`src/rtl/cpu_clk_pkg.sv`:
```
// ----------------------------------------------------------------------------
// cpu_clk_pkg
// Shared definitions for the CPU clock controller: FSM state encoding and
// the width of the phase and cycle counters.
// ----------------------------------------------------------------------------
package cpu_clk_pkg;

    localparam int CNT_W = 32;

    typedef enum logic [1:0] {
        S_HALT = 2'd0,
        S_HIGH = 2'd1,
        S_LOW  = 2'd2
    } state_t;

endpackage

```
`src/rtl/cpu_clk_ctrl_if.sv`:
```
// ----------------------------------------------------------------------------
// cpu_clk_ctrl_if
// Groups the board-facing inputs and the core-facing outputs of the clock
// controller.
//   Run_sw      raw slide switch, 1 = run mode, 0 = step mode
//   Step_btn    raw push button, debounced rising edge requests one step
//   ClkOut      generated clock for the CPU core
//   Tick        one-Clk pulse with every ClkOut rising edge
//   Halted      step mode (or break) with no period in progress
//   CycleCount  ClkOut rising edges since reset
//   Break_cnt / Break_arm  only when CPU_CLK_BREAK_EN is defined
// modport master: drives the raw inputs (board / testbench)
// modport slave : the controller itself
// ----------------------------------------------------------------------------
interface cpu_clk_ctrl_if;
    import cpu_clk_pkg::*;

    logic             Run_sw;
    logic             Step_btn;
    logic             ClkOut;
    logic             Tick;
    logic             Halted;
    logic [CNT_W-1:0] CycleCount;
`ifdef CPU_CLK_BREAK_EN
    logic [CNT_W-1:0] Break_cnt;
    logic [0:0]       Break_arm;

    modport master (
        output Run_sw, Step_btn, Break_cnt, Break_arm,
        input  ClkOut, Tick, Halted, CycleCount
    );

    modport slave (
        input  Run_sw, Step_btn, Break_cnt, Break_arm,
        output ClkOut, Tick, Halted, CycleCount
    );
`else
    modport master (
        output Run_sw, Step_btn,
        input  ClkOut, Tick, Halted, CycleCount
    );

    modport slave (
        input  Run_sw, Step_btn,
        output ClkOut, Tick, Halted, CycleCount
    );
`endif

endinterface

```
`src/rtl/cpu_clk_ctrl_btn_debounce.sv`:
```
// ----------------------------------------------------------------------------
// btn_debounce
// Debounces an already synchronized level. The output only follows the input
// after DB_CYCLES consecutive samples that differ from the current output.
//   Clk    clock
//   Reset  asynchronous active-high reset, output returns to 0
//   din    synchronized raw level
//   dout   debounced level
// ----------------------------------------------------------------------------
module btn_debounce #(
    parameter int DB_CYCLES = 1_000_000
) (
    input  logic Clk,
    input  logic Reset,
    input  logic din,
    output logic dout
);

    localparam int            CW       = $clog2(DB_CYCLES);
    localparam logic [CW-1:0] CNT_LAST = CW'(DB_CYCLES - 1);

    logic [CW-1:0] cnt;

    // The counter measures how long din has disagreed with dout; any sample
    // that agrees again restarts the measurement, so bounces never accumulate.
    always_ff @(posedge Clk or posedge Reset) begin
        if (Reset) begin
            cnt  <= '0;
            dout <= 1'b0;
        end else if (din == dout) begin
            cnt <= '0;
        end else if (cnt == CNT_LAST) begin
            dout <= din;
            cnt  <= '0;
        end else begin
            cnt <= cnt + CW'(1);
        end
    end

endmodule

```
`src/rtl/cpu_clk_ctrl.sv`:
```
// ----------------------------------------------------------------------------
// cpu_clk_ctrl
// Generates the CPU core clock from the board clock, either free-running with
// period DIV (run mode) or one short period per debounced button press (step
// mode), and counts the generated rising edges for the debug display.
//   Clk    board clock, the only clock in the block
//   Reset  asynchronous active-high reset
//   bus    cpu_clk_ctrl_if.slave: Run_sw, Step_btn in; ClkOut, Tick,
//          Halted, CycleCount out
// Optional feature macro: CPU_CLK_BREAK_EN adds a cycle breakpoint
// (Break_cnt / Break_arm on the interface) that halts run mode after the
// period whose rising edge brings CycleCount to Break_cnt.
// ----------------------------------------------------------------------------
module cpu_clk_ctrl
    import cpu_clk_pkg::*;
#(
    parameter int DIV       = 50_000_000,
    parameter int DB_CYCLES = 1_000_000,
    parameter int PULSE_W   = 4
) (
    input  logic           Clk,
    input  logic           Reset,
    cpu_clk_ctrl_if.slave  bus
);

    localparam logic [CNT_W-1:0] HALF_LAST  = CNT_W'(DIV / 2 - 1);
    localparam logic [CNT_W-1:0] PULSE_LAST = CNT_W'(PULSE_W - 1);

    logic             run_s1, run_s;
    logic             btn_s1, btn_s2;
    logic             btn_db, btn_db_q;
    logic             step_req;

    state_t           state, state_next;
    logic [CNT_W-1:0] ph_cnt, ph_cnt_next;
    logic [CNT_W-1:0] hi_last, low_last;
    logic             hi_run, hi_run_next;
    logic             enter_high;
    logic             clk_out, tick;
    logic [CNT_W-1:0] cycle_count;

    // brk_stop: end the current low phase in S_HALT even in run mode.
    // halt_hold: stay in S_HALT even though run_s is high.
    logic             brk_stop;
    logic             halt_hold;

    always_ff @(posedge Clk or posedge Reset) begin
        if (Reset) begin
            run_s1   <= 1'b0;
            run_s    <= 1'b0;
            btn_s1   <= 1'b0;
            btn_s2   <= 1'b0;
            btn_db_q <= 1'b0;
        end else begin
            run_s1   <= bus.Run_sw;
            run_s    <= run_s1;
            btn_s1   <= bus.Step_btn;
            btn_s2   <= btn_s1;
            btn_db_q <= btn_db;
        end
    end

    btn_debounce #(
        .DB_CYCLES (DB_CYCLES)
    ) u_btn_debounce (
        .Clk   (Clk),
        .Reset (Reset),
        .din   (btn_s2),
        .dout  (btn_db)
    );

    assign step_req = btn_db & ~btn_db_q;

    // Only S_HALT looks at step_req, so a press during a period is dropped.
    // The high length is fixed by the mode seen at entry (hi_run), while the
    // low length follows the live run_s: dropping Run_sw mid-period finishes
    // the high phase at full length and then ends with a step-length low.
    always_comb begin
        state_next  = state;
        ph_cnt_next = ph_cnt + CNT_W'(1);
        hi_run_next = hi_run;
        enter_high  = 1'b0;
        hi_last     = hi_run ? HALF_LAST : PULSE_LAST;
        low_last    = run_s  ? HALF_LAST : PULSE_LAST;

        case (state)
            S_HALT: begin
                ph_cnt_next = '0;
                if ((run_s && !halt_hold) || step_req) begin
                    state_next  = S_HIGH;
                    enter_high  = 1'b1;
                    hi_run_next = run_s;
                end
            end
            S_HIGH: begin
                if (ph_cnt >= hi_last) begin
                    state_next  = S_LOW;
                    ph_cnt_next = '0;
                end
            end
            S_LOW: begin
                if (ph_cnt >= low_last) begin
                    ph_cnt_next = '0;
                    if (run_s && !brk_stop) begin
                        state_next  = S_HIGH;
                        enter_high  = 1'b1;
                        hi_run_next = 1'b1;
                    end else begin
                        state_next = S_HALT;
                    end
                end
            end
            default: begin
                state_next  = S_HALT;
                ph_cnt_next = '0;
            end
        endcase
    end

    // ClkOut and Tick are registered from the next state so the core sees a
    // glitch-free clock whose rising edge coincides with the Tick pulse.
    always_ff @(posedge Clk or posedge Reset) begin
        if (Reset) begin
            state       <= S_HALT;
            ph_cnt      <= '0;
            hi_run      <= 1'b0;
            clk_out     <= 1'b0;
            tick        <= 1'b0;
            cycle_count <= '0;
        end else begin
            state   <= state_next;
            ph_cnt  <= ph_cnt_next;
            hi_run  <= hi_run_next;
            clk_out <= (state_next == S_HIGH);
            tick    <= enter_high;
            if (enter_high) begin
                cycle_count <= cycle_count + CNT_W'(1);
            end
        end
    end

`ifdef CPU_CLK_BREAK_EN
    logic brk_pend;
    logic brk_halt;

    // brk_pend arms on the Tick that brings CycleCount to Break_cnt and makes
    // that period end in S_HALT. brk_halt then holds the halt until Run_sw
    // is seen low (so a 1->0->1 toggle restarts) or a step is requested.
    always_ff @(posedge Clk or posedge Reset) begin
        if (Reset) begin
            brk_pend <= 1'b0;
            brk_halt <= 1'b0;
        end else begin
            if (enter_high && bus.Break_arm[0] &&
                ((cycle_count + CNT_W'(1)) == bus.Break_cnt)) begin
                brk_pend <= 1'b1;
            end else if (state == S_LOW && state_next == S_HALT) begin
                brk_pend <= 1'b0;
            end

            if (state == S_LOW && state_next == S_HALT && brk_pend) begin
                brk_halt <= 1'b1;
            end else if (state == S_HALT && (step_req || !run_s)) begin
                brk_halt <= 1'b0;
            end
        end
    end

    assign brk_stop  = brk_pend;
    assign halt_hold = brk_halt;
`else
    assign brk_stop  = 1'b0;
    assign halt_hold = 1'b0;
`endif

    assign bus.ClkOut     = clk_out;
    assign bus.Tick       = tick;
    assign bus.CycleCount = cycle_count;
    assign bus.Halted     = (state == S_HALT) && (!run_s || halt_hold);

endmodule

```
`src/flat_wrapper.sv`:
```
// flat-port wrapper written by rule: the top's interface ports become plain ports
module cpu_clk_ctrl_flat import cpu_clk_pkg::*;
#(
    parameter int DIV       = 50_000_000,
    parameter int DB_CYCLES = 1_000_000,
    parameter int PULSE_W   = 4
)
  (Clk, Reset, bus_Run_sw, bus_Step_btn, bus_ClkOut, bus_Tick, bus_Halted, bus_CycleCount);
  cpu_clk_ctrl_if bus_i ();
  input  logic Clk;
  input  logic Reset;
  input wire logic [$bits(bus_i.Run_sw)-1:0] bus_Run_sw;
  input wire logic [$bits(bus_i.Step_btn)-1:0] bus_Step_btn;
  output wire logic [$bits(bus_i.ClkOut)-1:0] bus_ClkOut;
  output wire logic [$bits(bus_i.Tick)-1:0] bus_Tick;
  output wire logic [$bits(bus_i.Halted)-1:0] bus_Halted;
  output wire logic [$bits(bus_i.CycleCount)-1:0] bus_CycleCount;
  assign bus_i.Run_sw = bus_Run_sw;
  assign bus_i.Step_btn = bus_Step_btn;
  assign bus_ClkOut = bus_i.ClkOut;
  assign bus_Tick = bus_i.Tick;
  assign bus_Halted = bus_i.Halted;
  assign bus_CycleCount = bus_i.CycleCount;
  cpu_clk_ctrl #(.DIV(DIV), .DB_CYCLES(DB_CYCLES), .PULSE_W(PULSE_W)) u_core (.Clk(Clk), .Reset(Reset), .bus(bus_i));
endmodule
```
`config.mk`:
```
export PLATFORM = sky130hd
export DESIGN_NAME = cpu_clk_ctrl_flat
export DESIGN_NICKNAME = d
export VERILOG_FILES = /design/src/rtl/cpu_clk_pkg.sv /design/src/rtl/cpu_clk_ctrl_if.sv /design/src/rtl/cpu_clk_ctrl_btn_debounce.sv /design/src/rtl/cpu_clk_ctrl.sv /design/src/flat_wrapper.sv
export SDC_FILE = /design/constraint.sdc
export NUM_CORES = 1
export LEC_CHECK = 0
export ABC_AREA = 1
export ABC_CLOCK_PERIOD_IN_PS = 2700
export CAP_MARGIN = 20
export CORE_MARGIN = 4
export CORE_UTILIZATION = 55
export CTS_BUF_LIST = sky130_fd_sc_hd__clkbuf_4
export DETAILED_ROUTE_END_ITERATION = 16
export HOLD_SLACK_MARGIN = 0.15
export PLACE_DENSITY_LB_ADDON = 0.08
export SLEW_MARGIN = 20
export SYNTH_ARGS = -nofsm -noshare
export SYNTH_HDL_FRONTEND = slang
export SYNTH_SLANG_ARGS = --single-unit
```
`constraint.sdc`:
```
create_clock -name Clk -period 2.7 [get_ports Clk]
set_input_delay 0.405 -clock Clk [delete_from_list [all_inputs] [get_ports Clk]]
set_output_delay 0.405 -clock Clk [all_outputs]
set_load 0.005 [all_outputs]
```
==> impl_metrics.env, run 1 <==
export IMPL_slew_limit_headroom_pct=58.5
export IMPL_drv_slew=0
export IMPL_routed_wl_um=11700
export IMPL_hold_violations=0
export IMPL_cpMostUsedCell="nand2_1"
export IMPL_chipHeight_um=110
export IMPL_nets=800
export IMPL_r2r_start="u_core.run_s$_DFF_PP0_"
export IMPL_critPathCaptureType="flop"
export IMPL_clockRootBuffer="clkbuf_4"
export IMPL_swShare_pct=35.4
export IMPL_cp_data_required_time_ps=3060
export IMPL_htree_num_levels=3
export IMPL_grt_max_degree=48
export IMPL_routed_via_density=5.17
export IMPL_fin_crit_sh_pct=90.4
export IMPL_seqPwrFrac_pct=50.6
export IMPL_pwr_share_comb_pct=24.8
export IMPL_grt_pass1_wl_um=20500
export IMPL_cts_hold_buffers=0
export IMPL_num_rows=36
export IMPL_syn_area_um2=5680
export IMPL_final_util_pct=65.2
export IMPL_cts_tree="done"
export IMPL_wl_per_cell_um=13.1
export IMPL_met1_length_um=5320
export IMPL_peakVddDrop_mv=0.398
export IMPL_pin_count=39
export IMPL_fill_cells=839
export IMPL_drc=0
export IMPL_synthCells=704
export IMPL_layout_drive_gt1_share_pct=9.03
export IMPL_status="complete, no violations"
export IMPL_r2r_end="u_core.bus.CycleCount[24]$_DFFE_PP0P_"
export IMPL_clkPwrFrac_pct=24.6
export IMPL_path_class="flop to flop"
export IMPL_cts_made_buffers=9
export IMPL_initialDrtViolationCount=354
export IMPL_cp_max_fo=16
export IMPL_area_growth_pct=13.7
export IMPL_fin_area_um2=6460
export IMPL_slowest_delay_ps=470
export IMPL_firstDrtPassIters=4
export IMPL_clock_sinks=95
export IMPL_place_congestion=0.861
export IMPL_wl_met2_um=5780
export IMPL_fin_skew_ps=25.8
export IMPL_setup_viol=0
export IMPL_maxUsedRoutingLayer="met4"
export IMPL_setup_tns_final_ps=0
export IMPL_finalPower_uw=3170
export IMPL_cellPowerDensity_nw_per_um2=490
export IMPL_yosysWarnings=0
export IMPL_via_count=4637
export IMPL_ant_nets=0
export IMPL_ys_async_sr_fraction_pct=100
export IMPL_leakage_uw=0.00305
export IMPL_synth_distinct_cells=38
export IMPL_synth_area_leaders="dfrtp_1 42%, nand2_1 11%, ha_1 8.1%"
export IMPL_antenna_found_initial=0
export IMPL_rsz0062_at_grt="no"
export IMPL_synth_edf_count=0
export IMPL_route_met3_wl_um=470
export IMPL_synth_top_area_share_pct=41.8
export IMPL_initial_core_util_pct=57.3
export IMPL_path_clk_slew_ps=180
export IMPL_cp_arrival_ps=2800
export IMPL_cts_buffer_depth=2
export IMPL_port_buffers=38
export IMPL_antennaDiodeCount=0
export IMPL_maxCapViolCount=0
export IMPL_grt_pass1_vias=4585
export IMPL_clock_latency_ps=480
export IMPL_tightest_slew_ps=620
export IMPL_synthFlopType="dfrtp_1"
export IMPL_dieArea_um2=12000
export IMPL_synth_area_leader_cell="dfrtp_1"
export IMPL_track_usage_pct=21.3
export IMPL_grt_overflow=0
export IMPL_startpoint_type="flop"
export IMPL_worstHoldPathType="primary input to asynchronous set/reset pin"
export IMPL_fmax_mhz=410
export IMPL_core_area_um2=9910
export IMPL_die_w_um=110
export IMPL_ff2ff_setup_slack_ps=260
export IMPL_syn_area_per_cell_um2=8.07
export IMPL_crit_chain="clkinvlp_4, buf_12, ha_1, inv_1, nor2_2, nand2_1, nor3_2, nand2_1, nand2_1, nand2_1, nand2_1, nand2_2, nand2_8, nand2_2, o21ai_0, nand2_1"
export IMPL_rr_worst_depth=16
export IMPL_finalCriticalPeriod_ps=2440
export IMPL_dpl_hpwl_um=8560
export IMPL_ys_seq_area_share_pct=41.8
export IMPL_p_switching_uw=1120
export IMPL_place_area_um2=6260
export IMPL_internal_power_uw=2050
export IMPL_cpMaxStageDelayCell="dfrtp_1"
export IMPL_ys_ff_latch=95
[layer usage]
layer | GRT usage [%] | vias up
li1 | - | 2359
met1 | 27.1 | 2180
met2 | 36.7 | 84
met3 | 5.52 | 14
met4 | 4.45 | 0
met5 | 0 | -
[worst max-delay path: cells and delay by family, from the launching register on]
kind / cells / cell delay, ps
adders and majority gates: 1 / 290
AOI/OAI and AO/OA: 1 / 170
DFF: 1 / 470
and+or+nand+nor: 11 / 1040
buffers and inverters: 3 / 350
[what timing repair did]
item,in CTS,in global routing
setup endpoints to repair,0,26
gates resized for setup,0,3
buffers inserted,0,1
[logic make-up after synthesis]
logic type      Yosys count  share of synthesized area (%)
buf+inv                  97                           6.89
mux                       1                          0.198
other cells               1                         0.0660
simple gates            376                           31.1
compound gates           51                           4.71
xor+xnor                 46                           7.09
fa+ha+maj                37                           8.15
flops                    95                           41.8
[synthesized netlist by cell type (7+ instances only)]
library cell  count
a21oi_1          19
dfrtp_1          95
ha_1             37
inv_1            88
nand2_1         170
nand2_2           7
nand3_1          29
nand4_1          17
nor2_1           91
nor2_2           12
nor3_1           16
o21ai_0          26
xnor2_1          20
xor2_1           26
[worst max path at each step]
stage | startpoint | endpoint | slack, ps | depth (start not counted)
global route | u_core.run_s$_DFF_PP0_ | u_core.bus.CycleCount[24]$_DFFE_PP0P_ | 40 | 16
floorplan | u_core.run_s$_DFF_PP0_ | u_core.bus.CycleCount[0]$_DFFE_PP0P_ | 660 | 13
global placement | u_core.run_s$_DFF_PP0_ | u_core.bus.CycleCount[30]$_DFFE_PP0P_ | 300 | 15
detailed placement | u_core.run_s$_DFF_PP0_ | u_core.bus.CycleCount[24]$_DFFE_PP0P_ | 140 | 15
CTS | u_core.run_s$_DFF_PP0_ | u_core.bus.CycleCount[24]$_DFFE_PP0P_ | 90 | 15
finish | u_core.run_s$_DFF_PP0_ | u_core.bus.CycleCount[24]$_DFFE_PP0P_ | 260 | 16
[metrics by stage]
| step | hold slack [ps] | setup WS (ps) | std cells |
|---|---|---|---|
| 2_1_floorplan | 331 | 658 | 709 |
| 3_3_place_gp | 336 | 301 | 878 |
| 3_5_place_dp | 335 | 144 | 878 |
| 4_1_cts | 310 | 90.9 | 894 |
| 5_1_grt | 309 | 38.4 | 897 |
| 6_report | 324 | 260 | 897 |
[cells in the final DEF, fill, tap and decap left out, types with 8 or more instances in the layout]
cell type	n
xor2_1	26
clkdlybuf4s50_1	38
a21oi_1	19
xnor2_1	20
nor2_2	12
inv_1	86
nand4_1	17
dfrtp_1	95
nand3_1	29
o21ai_0	26
clkbuf_4	9
nor2_1	91
ha_1	37
nand2_2	8
nor3_1	16
nand2_1	169
[cell type report]
cell class	count	area (µm²)	area share (%)
Multi-Input combinational cell	519	2970	45.9
Timing Repair Buffer	45	470	7.28
Tap cell	133	166	2.58
Clock inverter	7	71.3	1.10
Sequential cell	95	2380	36.8
Inverter	89	342	5.29
Clock buffer	9	67.6	1.05
[flip-flops by register name (all words and copies together), names as in the netlist]
name                        flops
u_core.bus.ClkOut               1
u_core.btn_s1                   1
u_core.run_s1                   1
u_core.btn_db_q                 1
u_core.u_btn_debounce.cnt      20
u_core.bus.CycleCount          32
u_core.hi_run                   1
u_core.ph_cnt                  32
u_core.u_btn_debounce.dout      1
u_core.state                    2
u_core.btn_s2                   1
u_core.bus.Tick                 1
u_core.run_s                    1
[power by group through the flow]
stage / clock, µW / sequential [µW] / combinational, µW
after floorplan: 0 / 1610 / 504
after CTS: 809 / 1600 / 742
after detailed placement: 0 / 1630 / 739
after global placement: 0 / 1620 / 703
final: 779 / 1600 / 787
after global routing: 866 / 1610 / 904
No activity file was read; power rests on OpenSTA's default activity.
==> run 2, diff against run 1 <==
--- a/config.mk
+++ b/config.mk
@@ -8,10 +8,13 @@
 export ABC_AREA = 1
 export ABC_CLOCK_PERIOD_IN_PS = 2700
 export CAP_MARGIN = 20
+export CORE_ASPECT_RATIO = 0.8
 export CORE_MARGIN = 4
 export CORE_UTILIZATION = 55
 export CTS_BUF_LIST = sky130_fd_sc_hd__clkbuf_4
+export CTS_CLUSTER_SIZE = 25
 export DETAILED_ROUTE_END_ITERATION = 16
+export GPL_TIMING_DRIVEN = 0
 export HOLD_SLACK_MARGIN = 0.15
 export PLACE_DENSITY_LB_ADDON = 0.08
 export SLEW_MARGIN = 20
==> run 2 against run 1 <==
Against the previous run: maximum frequency up 0.84%; hold slack worse by 21 ps; die area about the same; sequential power about the same; highest routed layer unchanged; largest power group unchanged.
==> impl_metrics.env, run 2 (same netlist as run 1, synthesis figures left out) <==
export IMPL_area_growth_pct=14.6
export IMPL_path_clk_slew_ps=150
export IMPL_worst_slack_ps=280
export IMPL_critical_path_top_delay_family="simple AND/OR/NAND/NOR gates"
export IMPL_slowest_delay_ps=450
export IMPL_core_area_um2=9850
export IMPL_critPathCaptureType="flop"
export IMPL_initial_core_util_pct=57.7
export IMPL_finalCriticalPeriod_ps=2420
export IMPL_chipHeight_um=98.9
export IMPL_fill_cells=851
export IMPL_cts_made_buffers=9
export IMPL_via_count=4745
export IMPL_fmax_mhz=413
export IMPL_drv_slew=0
export IMPL_antennaDiodeCount=0
export IMPL_cts_hold_buffers=0
export IMPL_cts_tree="done"
export IMPL_drc=0
export IMPL_nets=805
export IMPL_cpMaxStageDelayCell="dfrtp_1"
export IMPL_fin_crit_sh_pct=89.6
export IMPL_layout_commonest_cell="nand2_1"
export IMPL_dp_cells=886
export IMPL_rsz0062_at_grt="no"
export IMPL_peakVddDrop_mv=0.391
export IMPL_final_cells=905
export IMPL_port_buffers=38
export IMPL_ant_nets=0
export IMPL_grt_pass1_vias=4802
export IMPL_htree_num_levels=3
export IMPL_clockRootBuffer="clkbuf_4"
export IMPL_hold_violations=0
export IMPL_grt_max_degree=31
export IMPL_grt_overflow=0
export IMPL_clock_latency_ps=450
export IMPL_pin_count=39
export IMPL_wl_per_cell_um=13.8
export IMPL_antenna_found_initial=0
export IMPL_num_rows=32
export IMPL_setup_tns_final_ps=0
export IMPL_maxCapViolCount=0
export IMPL_cp_max_fo=14
export IMPL_path_buf_inv=3
export IMPL_multi_input_area_um2=2930
export IMPL_cpMostUsedCell="nand2_1"
export IMPL_place_congestion=0.864
export IMPL_startpoint_type="flop"
export IMPL_final_cell_mix="170 x nand2_1, 95 x dfrtp_1, 91 x nor2_1"
export IMPL_seqCellArea_um2=2380
export IMPL_cp_arrival_ps=2800
export IMPL_cts_buffer_depth=2
export IMPL_track_usage_pct=22.2
export IMPL_fin_skew_ps=15.4
export IMPL_grt_pass1_wl_um=21800
export IMPL_worstHoldPathType="primary input to asynchronous set/reset pin"
export IMPL_routed_wl_um=12400
export IMPL_routed_via_density=5.24
export IMPL_dpl_hpwl_um=9360
export IMPL_dieArea_um2=12000
export IMPL_firstDrtPassIters=5
export IMPL_path_class="flop to flop"
export IMPL_leakage_uw=0.00308
export IMPL_clock_sinks=95
export IMPL_cp_data_required_time_ps=3080
export IMPL_cellPowerDensity_nw_per_um2=496
export IMPL_crit_chain="clkinvlp_4, buf_12, ha_1, a21o_1, nor2_1, nand2_1, nand2_1, nand2_1, nand2_1, nand3_1, nand2_1, nand2_2, buf_2, nor2_1"
export IMPL_layout_drive_gt1_share_pct=9.36
export IMPL_setup_viol=0
export IMPL_status="complete, no violations"
export IMPL_pre_cts_slack_ps=71.0
export IMPL_initialDrtViolationCount=295
export IMPL_die_w_um=122
run 2: per-layer routing:
layer,global-route usage (%),wire [µm]
met5,0,0
met1,30.1,5950
met4,6.55,183
met2,36.7,5850
met3,3.90,460
run 2: path summary, 6_finish.rpt:
check	start	to	slack [ps]	depth (start not counted)
max in group asynchronous	Reset	u_core.bus.CycleCount[23]$_DFFE_PP0P_	1670	4
min in group Clk	u_core.run_s1$_DFF_PP0_	u_core.run_s$_DFF_PP0_	370	0
worst max-delay path	u_core.run_s$_DFF_PP0_	u_core.ph_cnt[12]$_DFF_PP0_	280	14
worst min-delay path	Reset	u_core.bus.CycleCount[29]$_DFFE_PP0P_	300	2
worst max register to register	u_core.run_s$_DFF_PP0_	u_core.ph_cnt[12]$_DFF_PP0_	280	14
worst min register to register	u_core.run_s1$_DFF_PP0_	u_core.run_s$_DFF_PP0_	370	0
run 2: cell type report:
class,instances,area share [%]
Buffer,8,0.884
Clock buffer,12,1.38
Clock inverter,4,0.711
Inverter,89,5.30
Multi-Input combinational cell,517,45.0
Sequential cell,95,36.5
Tap cell,136,2.61
Timing Repair Buffer,44,7.61
run 2: metrics by stage:
stage / util [%] / power [µW] / hold slack [ps] / instance area, µm²
2_1_floorplan: - / 2110 / 331 / 5700
3_3_place_gp: 63.5 / 2370 / 334 / 6250
3_5_place_dp: 64.2 / 2420 / 337 / 6320
4_1_cts: 65.6 / 3210 / 301 / 6460
5_1_grt: 66.1 / 3430 / 329 / 6510
6_report: 66.1 / 3230 / 303 / 6510
run 2: where the power goes:
group          leakage (µW)  switching [µW]  internal (µW)  total, µW
sequential          0.00129             104           1510       1610
clock             0.0000766             475            311        786
combinational       0.00172             473            361        834
total               0.00308            1050           2180       3230
run 2: timing repair:
action                     4_1_cts  5_1_grt
setup endpoints to repair        0       53
resized for setup                0        2
setup buffers                    0        3
==> run 3, diff against run 2 <==
--- a/config.mk
+++ b/config.mk
@@ -7,11 +7,13 @@
 export LEC_CHECK = 0
 export ABC_AREA = 1
 export ABC_CLOCK_PERIOD_IN_PS = 2700
-export CAP_MARGIN = 20
+export CELL_PAD_IN_SITES_DETAIL_PLACEMENT = 0
+export CELL_PAD_IN_SITES_GLOBAL_PLACEMENT = 1
 export CORE_ASPECT_RATIO = 0.8
 export CORE_MARGIN = 4
-export CORE_UTILIZATION = 55
+export CORE_UTILIZATION = 42
 export CTS_BUF_LIST = sky130_fd_sc_hd__clkbuf_4
+export CTS_CLUSTER_DIAMETER = 100
 export CTS_CLUSTER_SIZE = 25
 export DETAILED_ROUTE_END_ITERATION = 16
 export GPL_TIMING_DRIVEN = 0
==> run 3 against run 2 <==
Against the previous run: clock power is 11% higher; sequential power barely moved; utilization down 16 points; die area increased by 29%; total power increased by 1.7%; cell count grew 4.2%; maximum frequency up 0.16%; first-iteration DRC count shrank 33%; cell area rose by 1.0%; hold slack gained 54 ps; clock-buffer cell count decreased by 2; critical path type unchanged; largest cell class unchanged.
==> impl_metrics.env, run 3 (same netlist as run 1, synthesis figures left out) <==
export IMPL_status="complete, no violations"
export IMPL_fmax_mhz=414
export IMPL_dpl_hpwl_um=9500
export IMPL_die_w_um=138
export IMPL_via_count=4565
export IMPL_nets=804
export IMPL_rr_worst_depth=15
export IMPL_internal_power_uw=2250
export IMPL_finalCriticalPeriod_ps=2420
export IMPL_cellPowerDensity_nw_per_um2=500
export IMPL_routed_wl_um=12400
export IMPL_place_congestion=0.807
export IMPL_chipHeight_um=112
export IMPL_cts_tree="done"
export IMPL_initial_core_util_pct=43.5
export IMPL_tightest_slew_ps=690
export IMPL_r2r_start="u_core.run_s$_DFF_PP0_"
export IMPL_clkPwrFrac_pct=26.5
export IMPL_grt_pass1_vias=4541
export IMPL_clockRootBuffer="clkbuf_4"
export IMPL_min_delay_start="bus_Run_sw"
export IMPL_dieArea_um2=15500
export IMPL_hold_violations=0
export IMPL_wl_per_cell_um=13.1
export IMPL_cts_made_buffers=9
export IMPL_fin_crit_sh_pct=89.5
export IMPL_track_usage_pct=17.0
export IMPL_drv_slew=0
export IMPL_layout_drive_gt1_share_pct=9.38
export IMPL_startpoint_type="flop"
export IMPL_grt_overflow=0
export IMPL_antennaDiodeCount=0
export IMPL_leakage_uw=0.00308
export IMPL_clock_sinks=95
export IMPL_slew_limit_headroom_pct=53.9
export IMPL_peakVddDrop_mv=0.354
export IMPL_htree_num_levels=3
export IMPL_r2r_end="u_core.ph_cnt[13]$_DFF_PP0_"
export IMPL_port_buffers=38
export IMPL_swShare_pct=31.5
export IMPL_fill_cells=1312
export IMPL_pin_count=39
export IMPL_setup_tns_final_ps=0
export IMPL_final_cell_mix="170 x nand2_1, 95 x dfrtp_1, 91 x nor2_1"
export IMPL_cp_data_required_time_ps=3090
export IMPL_worst_slack_ps=284
export IMPL_drc=0
export IMPL_rsz0062_at_grt="no"
export IMPL_worstHoldPathCells=1
export IMPL_setup_viol=0
export IMPL_p_switching_uw=1040
export IMPL_ant_nets=0
export IMPL_cts_hold_buffers=0
export IMPL_hold_path_end="u_core.run_s1$_DFF_PP0_"
export IMPL_layout_commonest_cell="nand2_1"
export IMPL_seqPwrFrac_pct=48.6
export IMPL_area_growth_pct=15.8
export IMPL_path_clk_slew_ps=150
export IMPL_pre_cts_slack_ps=3.48
export IMPL_firstDrtPassIters=5
export IMPL_worstHoldPathType="primary input to flop"
export IMPL_critPathCaptureType="flop"
export IMPL_core_area_um2=13100
export IMPL_cp_arrival_ps=2810
export IMPL_grt_max_degree=29
export IMPL_path_class="flop to flop"
export IMPL_maxCapViolCount=0
export IMPL_num_rows=37
export IMPL_pwr_share_comb_pct=24.9
export IMPL_cp_max_fo=17
export IMPL_fin_skew_ps=9.52
export IMPL_cts_buffer_depth=2
export IMPL_hold_worst_slack_ps=357
export IMPL_grt_pass1_wl_um=21900
export IMPL_final_util_pct=50.4
export IMPL_antenna_found_initial=0
export IMPL_ff2ff_setup_slack_ps=280
export IMPL_clock_latency_ps=460
export IMPL_initialDrtViolationCount=197
export IMPL_routed_via_density=4.84
-- run 3: worst max-delay path by stage --
stage / start / end / slack (ps) / cells past startpoint
floorplan: u_core.run_s$_DFF_PP0_ / u_core.bus.CycleCount[0]$_DFFE_PP0P_ / 660 / 13
global placement: Reset / u_core.ph_cnt[30]$_DFF_PP0_ / 100 / 2
detailed placement: u_core.run_s$_DFF_PP0_ / u_core.ph_cnt[13]$_DFF_PP0_ / 3 / 14
CTS: u_core.hi_run$_DFFE_PP0P_ / u_core.ph_cnt[13]$_DFF_PP0_ / 110 / 12
global route: u_core.run_s$_DFF_PP0_ / u_core.ph_cnt[13]$_DFF_PP0_ / 40 / 15
finish: u_core.run_s$_DFF_PP0_ / u_core.ph_cnt[13]$_DFF_PP0_ / 280 / 15
-- run 3: power groups by stage --
stage / logic [µW] / registers, µW / clock network [µW]
floorplan: 504 / 1610 / 0
global placement: 756 / 1620 / 0
global route: 947 / 1610 / 975
finish: 818 / 1600 / 872
detailed placement: 789 / 1620 / 0
CTS: 799 / 1590 / 911
-- run 3: layer usage --
layer / GRT usage, % / vias to the layer above / part of all wire [%]
met2: 26.8 / 54 / 46
met4: 3.36 / 0 / 0.34
li1: - / 2360 / -
met5: 0 / - / 0
met1: 24.0 / 2149 / 51
met3: 4.56 / 2 / 3.5
-- run 3: final cells by class --
type | instances | area [µm²] | share of cell area, %
multi-input cells | 517 | 2930 | 44.6
flip-flops and latches | 95 | 2380 | 36.1
repair buffers | 43 | 488 | 7.42
inverters | 89 | 345 | 5.25
well taps | 175 | 219 | 3.33
clock inverters | 6 | 85.1 | 1.29
clock buffers | 10 | 75.1 | 1.14
plain buffers | 8 | 57.6 | 0.875
-- run 3: worst max-delay path, stage by stage, from the launching register on --
cell,delay [ps]
dfrtp_1,460
clkinvlp_4,140
buf_12,160
ha_1,290
nand2_1,60
inv_1,50
nand2_1,50
nand2_1,50
nand2_1,50
nand2_1,60
a21oi_2,230
nand3_1,130
nand2_1,110
nand2_2,120
buf_2,220
nor2_1,130
-- run 3: through the flow --
stage / instances / cell area [µm²] / total power [µW]
after floorplan: 709 / 5700 / 2110
after global placement: 922 / 6300 / 2370
after detailed placement: 925 / 6370 / 2410
after CTS: 942 / 6560 / 3300
after global routing: 943 / 6580 / 3540
final: 943 / 6580 / 3290
-- run 3: what timing repair did --
action | in CTS | in global routing
gates resized for setup | 1 | 1
buffers inserted | 1 | 1
setup endpoints to repair | 6 | 24
==> RTL change 1 (settings of run 3) <==
Re-encode `state_t` (3 states) as one-hot, 3 bits wide.
--- a/src/rtl/cpu_clk_pkg.sv
+++ b/src/rtl/cpu_clk_pkg.sv
@@ -9,6 +9,6 @@
 
-    typedef enum logic [1:0] {
-        S_HALT = 2'd0,
-        S_HIGH = 2'd1,
-        S_LOW  = 2'd2
+    typedef enum logic [2:0] {
+        S_HALT = 3'b001,
+        S_HIGH = 3'b010,
+        S_LOW  = 3'b100
     } state_t;
Function: same outputs for any inputs over 10 cycles, from zero or initial values and one cycle with Reset high; not proved beyond that.
==> RTL change 1 against run 3 <==
- power is 8.7% higher
- synthesized area is 6.7% higher
- routed wire length is 26% higher
- worst setup slack better by 0.019 ns
- critical path depth is 4 lower
- final area is 5.9% higher
- global-route usage is 3.3 points higher
- via count is 17% higher
- sequential cell count is 1 higher
- critical path type unchanged
- critical endpoint is now u_core.ph_cnt[5]
- highest routed layer unchanged
==> RTL change 1: results <==
metrics = {
    "outcome": {
        "status": "complete, no violations",
    },
    "worst_hold_path": {
        "hp-class": "in2async",
    },
    "critical_path": {
        "rr_worst_depth": 11,
        "r2r-start": "u_core.hi_run",
        "r2r-end": "u_core.ph_cnt[5]",
        "cpPeakStageDelay_ns": 0.42,
        "cp_data_arrival_time_ns": 2.80,
    },
    "sta": {
        "relSlewSlack_pct": 55.1,
        "timing.hold.ws_ns": 0.241,
    },
    "synth": {
        "yosys.area_share.xor_xnor_pct": 7.51,
        "synth_mux_area_share_pct": 0.186,
        "synth_commonest_cells": "nand2_1, dfrtp_1, nor2_1",
        "syn_inst": 803,
        "ys_seq_area_share_pct": 39.6,
        "synth-compound-area-share_pct": 5.82,
    },
    "placed_design": {
        "dpl_cell_area_um2": 6750,
        "preCtsSetupSlack_ns": 0.0269,
        "dpl.hpwl_mm": 12.0,
    },
    "detailed_routing": {
        "finalWirelength_mm": 15.6,
        "vias_per_cell": 5.11,
        "drt_iter0_drc": 315,
    },
    "global_route": {
        "grt_pass1_wl_mm": 26.8,
        "grt_max_degree": 32,
    },
    "final_layout": {
        "drive_gt1_share_pct": 7.94,
        "layout.nets": 901,
    },
    "pwr": {
        "power.share.switching_pct": 34.9,
        "p_leak_nw": 3.31,
        "vdd_drop_max_mv": 0.364,
    },
}
-- RTL change 1: final cells by class --
type	instances	area [um2]
clock buffer	10	75.1
inverter	74	289
tap	180	225
timing repair buffer	45	483
multi-input combinational	622	3290
sequential	96	2400
buffer	16	106
clock inverter	6	91.3
fill	1378	6870
-- RTL change 1: timing repair --
item	CTS	global route
buffers inserted	0	4
endpoints found under the setup margin	1	63
hold buffers	0	0
resized for setup	1	1
-- RTL change 1: cell families after synthesis --
logic type               after synthesis
AO/OA/AOI/OAI                         59
XOR/XNOR                              52
adder cells (fa/ha/maj)               33
buffers and inverters                 90
flip-flops                            96
multiplexers                           1
other                                  1
AND/OR/NAND/NOR                      471
-- RTL change 1: how the worst max path moves through the flow --
stage / endpoint / slack (ns) / start / cells past startpoint
finish: u_core.ph_cnt[5] / 0.30 / u_core.hi_run / 11
floorplan: u_core.ph_cnt[8] / 0.68 / u_core.hi_run / 10
CTS: u_core.ph_cnt[5] / 0.06 / u_core.hi_run / 10
global route: u_core.bus.CycleCount[8] / 0.02 / u_core.run_s / 14
global placement: u_core.ph_cnt[27] / 0.09 / Reset / 2
detailed placement: u_core.ph_cnt[25] / 0.03 / u_core.hi_run / 10
-- RTL change 1: layer usage --
| layer | up-vias | wire (um) | track usage (%) |
|---|---|---|---|
| li1 | 2709 | - | - |
| met1 | 2517 | 8150 | 31.2 |
| met2 | 130 | 6670 | 29.9 |
| met3 | 5 | 726 | 3.96 |
| met4 | 0 | 86 | 4.75 |
| met5 | - | 0 | 0 |
-- RTL change 1: critical path: cells and delay by family, from the launching register on --
kind	cells	cell delay (ns)
compound gates	3	0.66
fa+ha+maj	1	0.30
buf+inv	4	0.57
flops	1	0.42
simple gates	3	0.36
-- RTL change 1: power by group through the flow --
stage | Combinational (mW) | Sequential [mW] | Clock, mW
after floorplan | 0.664 | 1.62 | 0
after global placement | 0.968 | 1.64 | 0
after detailed placement | 1.00 | 1.64 | 0
after CTS | 1.02 | 1.62 | 0.958
after global routing | 1.17 | 1.63 | 1.01
final | 1.04 | 1.62 | 0.915
==> RTL change 2 (settings of run 3) <==
Made on the original files. Change the package constant `CNT_W` from 32 to 48.
--- a/src/rtl/cpu_clk_pkg.sv
+++ b/src/rtl/cpu_clk_pkg.sv
@@ -7,3 +7,3 @@
 
-    localparam int CNT_W = 32;
+    localparam int CNT_W = 48;
 
Ports: changed (resized bus_CycleCount); port bits go from 39 to 55. The function was not compared with the original's and may differ.
==> RTL change 2 against run 3 <==
- synthesized area is 28% higher
- power is 40% higher
- count of clock-buffer cells in the layout is 7 higher
- worst setup slack worse by 0.12 ns
- routed wire length is 48% higher
- global-route usage is 2.6 points higher
- sequential cell count is 32 higher
- via count is 32% higher
- final area is 32% higher
==> RTL change 2: results <==
metrics = {
    "outcome": {
        "status": "complete, no violations",
    },
    "critical_path": {
        "cp_data_arrival_time_ns": 2.13,
        "crit_family": "buffers and inverters",
        "cpPeakStageDelay_ns": 0.56,
    },
    "synth": {
        "synthAdderAreaFrac_pct": 6.36,
        "syn_avg_cell_area_um2": 7.92,
        "synth_commonest_cells": "nand2_1, nor2_1, dfrtp_1",
        "yosys.area_share.xor_xnor_pct": 6.73,
        "synth-compound-area-share_pct": 5.24,
        "synth_mux_area_share_pct": 0.155,
        "synth.distinct_cells": 40,
    },
    "final_layout": {
        "area_delta_synth_final_pct": 18.9,
        "drive_gt1_share_pct": 8.20,
        "layout.nets": 1065,
        "nNonClkBuffers": 73,
        "clkCellAreaFrac_pct": 3.70,
        "multi_input_cells": 680,
        "ff_latch_area_um2": 3180,
        "multi_input_area_share_pct": 42.2,
        "n_sequential_cell": 127,
        "stdcell_count": 1257,
    },
    "detailed_routing": {
        "routedWlPerCell_um": 14.5,
        "first_pass_iters": 4,
        "vias_per_cell": 4.81,
        "drt_iter0_drc": 388,
    },
    "pwr": {
        "pg_clk_mw": 1.49,
        "p_comb_share_pct": 22.2,
    },
    "global_route": {
        "grt_pass1_wl_mm": 30.4,
        "grt_usage_pct": 19.6,
    },
    "placed_design": {
        "dpl_cell_area_um2": 8260,
        "dpl.cell_count": 1219,
    },
    "clock_tree": {
        "clk_pin_slew_ns": 0.12,
        "h-tree-depth": 4,
        "cts_buffers": 17,
    },
    "floorplan": {
        "die_area_um2": 19500,
    },
}
==> RTL change 2: path summary, 6_finish.rpt <==
path	start	endpoint	slack, ns
setup / recovery	u_core.state[0]	bus_Halted	0.17
hold / removal	bus_Run_sw	u_core.run_s1	0.31
setup reg to reg	u_core.run_s	u_core.bus.CycleCount[35]	0.30
hold reg to reg	u_core.btn_s1	u_core.btn_s2	0.38
max in group asynchronous	Reset	u_core.run_s	1.25
min in group asynchronous	Reset	u_core.bus.CycleCount[12]	0.74
==> RTL change 2: what timing repair did <==
action / 4_1_cts / 5_1_grt
endpoints found under the setup margin: 7 / 70
endpoints found under the hold margin: 7 / 0
buffers inserted: 2 / 3
resized for setup: 1 / 6
hold buffers: 1 / 0
==> RTL change 2: layer usage <==
layer / vias up / global-route usage, % / part of all wire, %
li1: 3138 / - / -
met1: 2764 / 33.3 / 56
met2: 132 / 24.6 / 38
met3: 9 / 4.63 / 6.3
met4: 0 / 3.86 / 0.56
met5: - / 0 / 0
